`src/rtl/alu_pkg.sv`:
```
// Shared widths, ALU opcodes and FSM encoding for the ALU request arbiter.
package alu_pkg;

   localparam int DATA_W_DEF = 8;
   localparam int RES_W_DEF  = 16;
   localparam int CMD_W_DEF  = 4;

   typedef enum logic [3:0] {
      CMD_ADD = 4'b0000,
      CMD_SUB = 4'b0001,
      CMD_MUL = 4'b0010,
      CMD_INC = 4'b0011,
      CMD_DEC = 4'b0100,
      CMD_DIV = 4'b0101,
      CMD_MOD = 4'b0110,
      CMD_AND = 4'b0111,
      CMD_OR  = 4'b1000,
      CMD_XOR = 4'b1001,
      CMD_NOT = 4'b1010,
      CMD_SHL = 4'b1011,
      CMD_SHR = 4'b1100,
      CMD_CMP = 4'b1101,
      CMD_PSA = 4'b1110,
      CMD_BUF = 4'b1111
   } alu_cmd_e;

   typedef enum logic [1:0] {
      IDLE  = 2'b00,
      ISSUE = 2'b01,
      RESP  = 2'b10
   } arb_state_e;

   // True when a command/operand pair would divide by zero.
   function automatic logic is_div_by_zero(input logic [CMD_W_DEF-1:0] cmd,
                                           input logic [DATA_W_DEF-1:0] b);
      return (cmd == CMD_DIV) && (b == {DATA_W_DEF{1'b0}});
   endfunction

endpackage

```
`src/rtl/alu_req_arbiter_if.sv`:
```
// Request, response and ALU pin bundle of the arbiter; slave = arbiter side.
interface alu_req_arbiter_if
   import alu_pkg::*;
#(
   parameter int DATA_W = DATA_W_DEF,
   parameter int RES_W  = RES_W_DEF,
   parameter int CMD_W  = CMD_W_DEF
) ();

   logic [1:0]        req_valid;
   logic [1:0]        req_ready;
   logic [CMD_W-1:0]  req0_cmd;
   logic [DATA_W-1:0] req0_a;
   logic [DATA_W-1:0] req0_b;
   logic [CMD_W-1:0]  req1_cmd;
   logic [DATA_W-1:0] req1_a;
   logic [DATA_W-1:0] req1_b;
   logic              resp_valid;
   logic              resp_ready;
   logic              resp_id;
   logic [RES_W-1:0]  resp_data;
   logic              resp_err;
   logic [DATA_W-1:0] alu_a_out;
   logic [DATA_W-1:0] alu_b_out;
   logic [CMD_W-1:0]  alu_cmd_out;
   logic              alu_oe_out;
   logic [RES_W-1:0]  alu_d_in;

   modport slave (
      input  req_valid, req0_cmd, req0_a, req0_b, req1_cmd, req1_a, req1_b,
      input  resp_ready, alu_d_in,
      output req_ready, resp_valid, resp_id, resp_data, resp_err,
      output alu_a_out, alu_b_out, alu_cmd_out, alu_oe_out
   );

   modport master (
      output req_valid, req0_cmd, req0_a, req0_b, req1_cmd, req1_a, req1_b,
      output resp_ready, alu_d_in,
      input  req_ready, resp_valid, resp_id, resp_data, resp_err,
      input  alu_a_out, alu_b_out, alu_cmd_out, alu_oe_out
   );

endinterface

```
`src/rtl/alu_req_arbiter_rr_arb2.sv`:
```
// Combinational two-way round-robin grant; rr_ptr names the preferred requester.
module rr_arb2 (
   input  logic [1:0] req_valid,
   input  logic       rr_ptr,
   output logic [1:0] grant,
   output logic       any_grant
);

   // One-hot grant: a lone requester always wins, a tie goes to rr_ptr.
   always_comb begin
      grant = 2'b00;
      case (req_valid)
         2'b01:   grant = 2'b01;
         2'b10:   grant = 2'b10;
         2'b11:   grant = rr_ptr ? 2'b10 : 2'b01;
         default: grant = 2'b00;
      endcase
   end

   assign any_grant = |req_valid;

endmodule

```
`src/rtl/alu_req_arbiter.sv`:
```
// Shares one combinational ALU between two requesters, one operation in flight.
// Optional ALU_DIV0_CHECK_EN: answer DIV-by-zero with resp_err instead of issuing it.
module alu_req_arbiter
   import alu_pkg::*;
#(
   parameter int DATA_W = DATA_W_DEF,
   parameter int RES_W  = RES_W_DEF,
   parameter int CMD_W  = CMD_W_DEF
) (
   input  logic               clock,
   input  logic               resetn,
   alu_req_arbiter_if.slave   bus
);

   arb_state_e        state_q, state_d;
   logic              rr_ptr_q, rr_ptr_d;
   logic              id_q, id_d;
   logic [CMD_W-1:0]  cmd_q, cmd_d;
   logic [DATA_W-1:0] a_q, a_d;
   logic [DATA_W-1:0] b_q, b_d;
   logic [RES_W-1:0]  resp_data_q, resp_data_d;
   logic              resp_valid_q, resp_valid_d;
   logic              resp_err_q, resp_err_d;

   logic [1:0]        grant_s;
   logic              any_grant_s;
   logic [1:0]        req_ready_s;
   logic              win_id_s;
   logic [CMD_W-1:0]  win_cmd_s;
   logic [DATA_W-1:0] win_a_s;
   logic [DATA_W-1:0] win_b_s;

   rr_arb2 u_arb (
      .req_valid (bus.req_valid),
      .rr_ptr    (rr_ptr_q),
      .grant     (grant_s),
      .any_grant (any_grant_s)
   );

   assign win_id_s  = grant_s[1];
   assign win_cmd_s = win_id_s ? bus.req1_cmd : bus.req0_cmd;
   assign win_a_s   = win_id_s ? bus.req1_a   : bus.req0_a;
   assign win_b_s   = win_id_s ? bus.req1_b   : bus.req0_b;

   // Next-state, operand latching and response capture.
   always_comb begin
      state_d      = state_q;
      rr_ptr_d     = rr_ptr_q;
      id_d         = id_q;
      cmd_d        = cmd_q;
      a_d          = a_q;
      b_d          = b_q;
      resp_data_d  = resp_data_q;
      resp_valid_d = resp_valid_q;
      resp_err_d   = resp_err_q;
      req_ready_s  = 2'b00;
      case (state_q)
         IDLE: begin
            // Grant only lands on a valid requester, so ready implies the handshake.
            if (any_grant_s) begin
               req_ready_s = grant_s;
               rr_ptr_d    = ~win_id_s;
               id_d        = win_id_s;
               cmd_d       = win_cmd_s;
               a_d         = win_a_s;
               b_d         = win_b_s;
               resp_err_d  = 1'b0;
               state_d     = ISSUE;
`ifdef ALU_DIV0_CHECK_EN
               if (is_div_by_zero(win_cmd_s, win_b_s)) begin
                  resp_data_d  = {RES_W{1'b0}};
                  resp_err_d   = 1'b1;
                  resp_valid_d = 1'b1;
                  state_d      = RESP;
               end else begin
                  state_d = ISSUE;
               end
`endif
            end else begin
               state_d = IDLE;
            end
         end
         ISSUE: begin
            resp_data_d  = bus.alu_d_in;
            resp_valid_d = 1'b1;
            state_d      = RESP;
         end
         RESP: begin
            if (bus.resp_ready) begin
               resp_valid_d = 1'b0;
               state_d      = IDLE;
            end else begin
               state_d = RESP;
            end
         end
         default: begin
            resp_valid_d = 1'b0;
            state_d      = IDLE;
         end
      endcase
   end

   // State and datapath registers; reset discards any operation in flight.
   always_ff @(posedge clock or negedge resetn) begin
      if (!resetn) begin
         state_q      <= IDLE;
         rr_ptr_q     <= 1'b0;
         id_q         <= 1'b0;
         cmd_q        <= {CMD_W{1'b0}};
         a_q          <= {DATA_W{1'b0}};
         b_q          <= {DATA_W{1'b0}};
         resp_data_q  <= {RES_W{1'b0}};
         resp_valid_q <= 1'b0;
         resp_err_q   <= 1'b0;
      end else begin
         state_q      <= state_d;
         rr_ptr_q     <= rr_ptr_d;
         id_q         <= id_d;
         cmd_q        <= cmd_d;
         a_q          <= a_d;
         b_q          <= b_d;
         resp_data_q  <= resp_data_d;
         resp_valid_q <= resp_valid_d;
         resp_err_q   <= resp_err_d;
      end
   end

   assign bus.req_ready   = req_ready_s;
   assign bus.resp_valid  = resp_valid_q;
   assign bus.resp_id     = id_q;
   assign bus.resp_data   = resp_data_q;
   assign bus.resp_err    = resp_err_q;
   assign bus.alu_a_out   = a_q;
   assign bus.alu_b_out   = b_q;
   assign bus.alu_cmd_out = cmd_q;
   assign bus.alu_oe_out  = (state_q == ISSUE);

endmodule

```
`src/flat_wrapper.sv`:
```
// flat-port wrapper written by rule: the top's interface ports become plain ports
module alu_req_arbiter_flat import alu_pkg::*;
#(
   parameter int DATA_W = DATA_W_DEF,
   parameter int RES_W  = RES_W_DEF,
   parameter int CMD_W  = CMD_W_DEF
)
  (clock, resetn, bus_req_valid, bus_req0_cmd, bus_req0_a, bus_req0_b, bus_req1_cmd, bus_req1_a, bus_req1_b, bus_resp_ready, bus_alu_d_in, bus_req_ready, bus_resp_valid, bus_resp_id, bus_resp_data, bus_resp_err, bus_alu_a_out, bus_alu_b_out, bus_alu_cmd_out, bus_alu_oe_out);
  alu_req_arbiter_if #(.DATA_W(DATA_W), .RES_W(RES_W), .CMD_W(CMD_W)) bus_i ();
  input  logic clock;
  input  logic resetn;
  input wire logic [$bits(bus_i.req_valid)-1:0] bus_req_valid;
  input wire logic [$bits(bus_i.req0_cmd)-1:0] bus_req0_cmd;
  input wire logic [$bits(bus_i.req0_a)-1:0] bus_req0_a;
  input wire logic [$bits(bus_i.req0_b)-1:0] bus_req0_b;
  input wire logic [$bits(bus_i.req1_cmd)-1:0] bus_req1_cmd;
  input wire logic [$bits(bus_i.req1_a)-1:0] bus_req1_a;
  input wire logic [$bits(bus_i.req1_b)-1:0] bus_req1_b;
  input wire logic [$bits(bus_i.resp_ready)-1:0] bus_resp_ready;
  input wire logic [$bits(bus_i.alu_d_in)-1:0] bus_alu_d_in;
  output wire logic [$bits(bus_i.req_ready)-1:0] bus_req_ready;
  output wire logic [$bits(bus_i.resp_valid)-1:0] bus_resp_valid;
  output wire logic [$bits(bus_i.resp_id)-1:0] bus_resp_id;
  output wire logic [$bits(bus_i.resp_data)-1:0] bus_resp_data;
  output wire logic [$bits(bus_i.resp_err)-1:0] bus_resp_err;
  output wire logic [$bits(bus_i.alu_a_out)-1:0] bus_alu_a_out;
  output wire logic [$bits(bus_i.alu_b_out)-1:0] bus_alu_b_out;
  output wire logic [$bits(bus_i.alu_cmd_out)-1:0] bus_alu_cmd_out;
  output wire logic [$bits(bus_i.alu_oe_out)-1:0] bus_alu_oe_out;
  assign bus_i.req_valid = bus_req_valid;
  assign bus_i.req0_cmd = bus_req0_cmd;
  assign bus_i.req0_a = bus_req0_a;
  assign bus_i.req0_b = bus_req0_b;
  assign bus_i.req1_cmd = bus_req1_cmd;
  assign bus_i.req1_a = bus_req1_a;
  assign bus_i.req1_b = bus_req1_b;
  assign bus_i.resp_ready = bus_resp_ready;
  assign bus_i.alu_d_in = bus_alu_d_in;
  assign bus_req_ready = bus_i.req_ready;
  assign bus_resp_valid = bus_i.resp_valid;
  assign bus_resp_id = bus_i.resp_id;
  assign bus_resp_data = bus_i.resp_data;
  assign bus_resp_err = bus_i.resp_err;
  assign bus_alu_a_out = bus_i.alu_a_out;
  assign bus_alu_b_out = bus_i.alu_b_out;
  assign bus_alu_cmd_out = bus_i.alu_cmd_out;
  assign bus_alu_oe_out = bus_i.alu_oe_out;
  alu_req_arbiter #(.DATA_W(DATA_W), .RES_W(RES_W), .CMD_W(CMD_W)) u_core (.clock(clock), .resetn(resetn), .bus(bus_i));
endmodule
```
`config.mk`:
```
export PLATFORM = sky130hd
export DESIGN_NAME = alu_req_arbiter_flat
export DESIGN_NICKNAME = d
export VERILOG_FILES = /design/src/rtl/alu_pkg.sv /design/src/rtl/alu_req_arbiter_if.sv /design/src/rtl/alu_req_arbiter_rr_arb2.sv /design/src/rtl/alu_req_arbiter.sv /design/src/flat_wrapper.sv
export SDC_FILE = /design/constraint.sdc
export NUM_CORES = 1
export LEC_CHECK = 0
export ABC_AREA = 1
export CELL_PAD_IN_SITES_DETAIL_PLACEMENT = 1
export CELL_PAD_IN_SITES_GLOBAL_PLACEMENT = 1
export CORE_ASPECT_RATIO = 2
export CORE_MARGIN = 4
export CORE_UTILIZATION = 29
export CTS_BUF_LIST = sky130_fd_sc_hd__clkbuf_4 sky130_fd_sc_hd__clkbuf_8 sky130_fd_sc_hd__clkbuf_16
export CTS_CLUSTER_SIZE = 10
export DETAILED_ROUTE_END_ITERATION = 8
export PLACE_DENSITY = 0.91
export SLEW_MARGIN = 20
export SYNTH_ARGS = -nofsm -noshare
export SYNTH_HDL_FRONTEND = slang
export SYNTH_SLANG_ARGS = --single-unit
```
`constraint.sdc`:
```
create_clock -name clock -period 1.9 [get_ports clock]
set_input_delay 0.38 -clock clock [delete_from_list [all_inputs] [get_ports clock]]
set_output_delay 0.38 -clock clock [all_outputs]
set_load 0.005 [all_outputs]
```
# Word level (Yosys, flattened, before mapping)
# Cells that the tools add are included.
# word_totals
reg_bits	41
input_bits	61
out_inout_bits	42
elab_cells	32
# classes
eq_ne	6
muxes	12
bitwise_logic	2
n_reduce_logical	4
# op_table
op	n
8-bit two-way mux	2
2-bit case mux with 3 select lines	2
2-bit two-way mux	4
2-bit equality test (second input constant)	3
2-bit by 1-bit equality test with 1-bit output (second input constant)	2
4-bit two-way mux	1
2-bit AND reduction	2
1-bit case mux with 3 select lines	1
2-bit zero test	1
1-bit two-way mux	2
2-bit != test (second input constant)	1
1-bit inverter	2
2-bit OR reduction	1

# Logic depth before layout (Yosys ltp)
# logic_depth
ltp_word	4
ltp_mapped	7
ltp_nobuf	6

# Cells and area by module
# A second synthesis with hierarchy kept.
# hier_totals
hier_cells	251
area_unflattened_um2	1924.3
# modules_own_cells
module	n_inst	cells_per_inst	area_per_inst_um2	seq_area_each_um2
alu_req_arbiter	1	245	1896.8	1026.0
rr_arb2	1	6	27.5	0.0

# Worst setup path after synthesis
# OpenSTA, ideal clock, no wires.
# synth_path
kind	register -> output
startpoint	register u_core.state_q[1]
endpoint	output port bus_alu_oe_out
arrival_ns	0.804
path_slack_ns	0.716
path_stages_with_launch	5
cell_sequence	dfrtp_1 inv_2 nand2_2 inv_2 buf_4
# synth_between
elab_chain_cells	1
# synth_lines
item	line_no	rtl
start: declaration	alu_req_arbiter.sv:15	arb_state_e state_q, state_d;
start signal: assignment	alu_req_arbiter.sv:116	state_q <= state_d;
2-bit by 1-bit equality test with 1-bit output	alu_req_arbiter.sv:136	assign bus.alu_oe_out = (state_q == ISSUE);
end: declaration	flat_wrapper.sv:29	output wire logic [$bits(bus_i.alu_oe_out)-1:0] bus_alu_oe_out;
# No other way between the ends.

# Final worst setup path
# Ends and elaborated chain as after synthesis.

==> impl_results.md <==
- Synth Warn #: 0
- Critical path class: reg2out
- Design area: 3280 sq um
- CP startpoint kind: flop
- CP max stage delay: 0.51 ns
- WL met3: 299 um
- Clock root cell: clkbuf_16
- GP Congestion: 0.781
- Vias in the first global route: 2340
- Detailed Routing Iterations Pass 1: 4
- Area grow syn2layout: 65.8%
- Sequential Area: 1030 sq um
- Antenna cells: 0
- Reg2Reg Setup Slack: 0.57 ns
- Clock Latency Late Sink: 0.28 ns
- Maximum fanout along the worst path: 3
- Leakage Power: approximately 0.0017 uW
- Peak VDD IR: around 800 uV
- Gate power share: 46.2%
- Top Metal Used: met4
- Class of the worst hold path: in2async
- Metal2 WL: 4060 um
- Max Clock Freq: 560 MHz
- CP arrival: 1.41 ns
- Worst R2R End: u_core.rr_ptr_q
- Multi-input logic area: 718 sq um
- Clock Tree Buf Depth: 2
- Reg power frac: 32.9%
- Placed cell area: 3070 sq um
- Clock skew: between 0.003 and 0.004 ns
- # port buffers: slightly above 100
- Max-cap violations: 0
- Largest net degree at the start of global routing: 23
- ANT nets after route: 0
- TritonCTS Sinks: 41
- Synth Cell Area: 1980 sq um
- First-pass GRT wire length: ~11000 um
- Die height: roughly 120 um
- Depth of the worst register-to-register path: 6
- DR iter-0 viols: 66
- Post-Route WL: 6790 um
- CP Launch Point: u_core.state_q[1]
- Post-Syn Nets: 328
- Max Slew Vio Count: 0
- # IOs: about 100
- Core region area: 6620 sq um
- Final #Nets: 432
- Die Area: 8280 sq um
- Final Critical Period: roughly 1.8 ns
- CTS H-Tree Depth: 2
- #FFs+latches synth: 41
- Int Power: 3110 uW
- Total track usage: 17.7%
- Via count: 2062
- Antenna violations before repair: 0
- RSZ-0062 raised after global routing: false
- Final period util: between 90 and 100%
- CP cell instances: inv_2, nand2_2, inv_2, clkdlybuf4s50_1
- Critical path data required time: 1.52 ns
- WL per Instance: 14.8 um
- Layout fillers: around 840
- Crit. End Element: output port
- Synth cell types: 13
- Pwr dens: about 1400 nW/um^2
- Initial core utilization: 29.8%
- Finished Core Util: between 40% and 50%
- Final Hold Vio Count: 0
- Switching Fraction: 33.9%
- # setup viols final: 0
- Syn_area_per_cell: 7.40 sq um
- Total CTS buffers: 5
- Slowest-stage cell, CP: clkdlybuf4s50_1
- Metal-1 WL: 2160 um
- Clock slew at reported path FFs: 0.06 ns
- Sequential share of the synthesized area: 51.9%
- Drt drc: 0
- CTS Hold Bufs: 0
- Hpwl dp: 5340 um
- Row cnt: 42
- Outcome: complete, no violations
- Total gr overflow: 0
- Crit path top cell by count: inv_2
- Post-DR vias/cell: 4.48
- NetSw: between 1500 and 2000 uW
- Reg2reg start: u_core.state_q[1]
- Clock power share: a little over a fifth
- Synthesized instance count: between 200 and 300
- Die W: 66.4 um
- TritonCTS clock tree: yes
- Share of layout cells above drive strength 1: 7.53%
==> worst max path at each step <==
stage,end,depth (start not counted)
global route,bus_alu_oe_out,4
floorplan,bus_alu_oe_out,4
finish,bus_alu_oe_out,4
detailed placement,bus_req_ready[0],5
CTS,bus_req_ready[1],4
global placement,bus_req_ready[1],4
==> area by class of cell <==
class                           instances  area share, %
Multi-Input combinational cell        167           21.9
Inverter                               46           5.27
Sequential cell                        41           31.3
Timing Repair Buffer                  110           32.7
Clock inverter                          2           1.15
Tap cell                               88           3.36
Clock buffer                            6           4.24
==> registers in the layout (all words and copies together) (netlist names) <==
name                    count
u_core.bus.alu_a_out        8
u_core.bus.alu_b_out        8
u_core.bus.alu_cmd_out      4
u_core.bus.resp_data       16
u_core.bus.resp_id          1
u_core.bus.resp_valid       1
u_core.rr_ptr_q             1
u_core.state_q              2
==> cells by family after synthesis <==
logic type | share of synthesized area (%)
other cells | 0.190
compound gates | 1.27
buf+inv | 12.8
simple gates | 33.8
flops | 51.9
==> cells in the final DEF, fill, tap and decap left out, drive strengths merged <==
| master | count |
|---|---|
| dlymetal6s2s | 1 |
| dfrtp | 41 |
| inv | 46 |
| nor2 | 5 |
| dlygate4sd2 | 3 |
| clkdlybuf4s50 | 96 |
| o21ai | 4 |
| nand3 | 41 |
| bufinv | 1 |
| clkinvlp | 1 |
| nand2 | 115 |
| clkbuf | 6 |
| a21oi | 1 |
| conb | 1 |
| buf | 10 |
==> routing by layer <==
metal | track usage [%] | vias up
met1 | 16.0 | 984
met3 | 3.34 | 14
li1 | - | 1003
met4 | 8.26 | 0
met5 | 0 | -
met2 | 34.9 | 61
==> synthesized netlist by cell type <==
master / number / area (sq um)
nand2_1: 113 / 424
inv_1: 42 / 158
dfrtp_1: 41 / 1030
nand3_1: 41 / 205
buf_2: 7 / 35.0
buf_4: 6 / 45.0
inv_2: 4 / 15.0
nor2_1: 4 / 15.0
o21ai_0: 4 / 20.0
nand2_2: 2 / 12.5
a21oi_1: 1 / 5.00
conb_1: 1 / 3.75
nor2_4: 1 / 11.3
==> timing repair <==
item | 4_1_cts | 5_1_grt
resized for setup | 8 | 1
endpoints found under the setup margin | 2 | 1
endpoints found under the hold margin | 0 | 0
buffers inserted | 1 | 0
==> critical path, delay by kind of cell, from the launching register on <==
family / cells / cell delay [ns]
buffers and inverters: 3 / 0.66
and+or+nand+nor: 1 / 0.06
DFF: 1 / 0.40
==> power groups by stage <==
stage / clock [uW] / sequential [uW] / combinational [uW]
CTS: 1010 / 1550 / 2230
detailed placement: 0 / 1570 / 2170
floorplan: 0 / 1570 / 870
finish: 985 / 1540 / 2170
global route: 1050 / 1610 / 2420
global placement: 0 / 1540 / 2090
==> metrics by stage <==
stage                     TNS (ns)  cells  total power, uW  hold slack [ns]  worst slack [ns]
final                            0    460             4700           0.0530             0.113
after global routing             0    460             5080           0.0916            0.0326
after CTS                        0    460             4800           0.0665           0.00697
after detailed placement    -0.407    451             3740            0.370            -0.213
after global placement      -0.227    451             3630            0.365            -0.131
after floorplan                  0    267             2440           0.0844             0.716
Note: power is estimated with default switching activity, not from simulation.
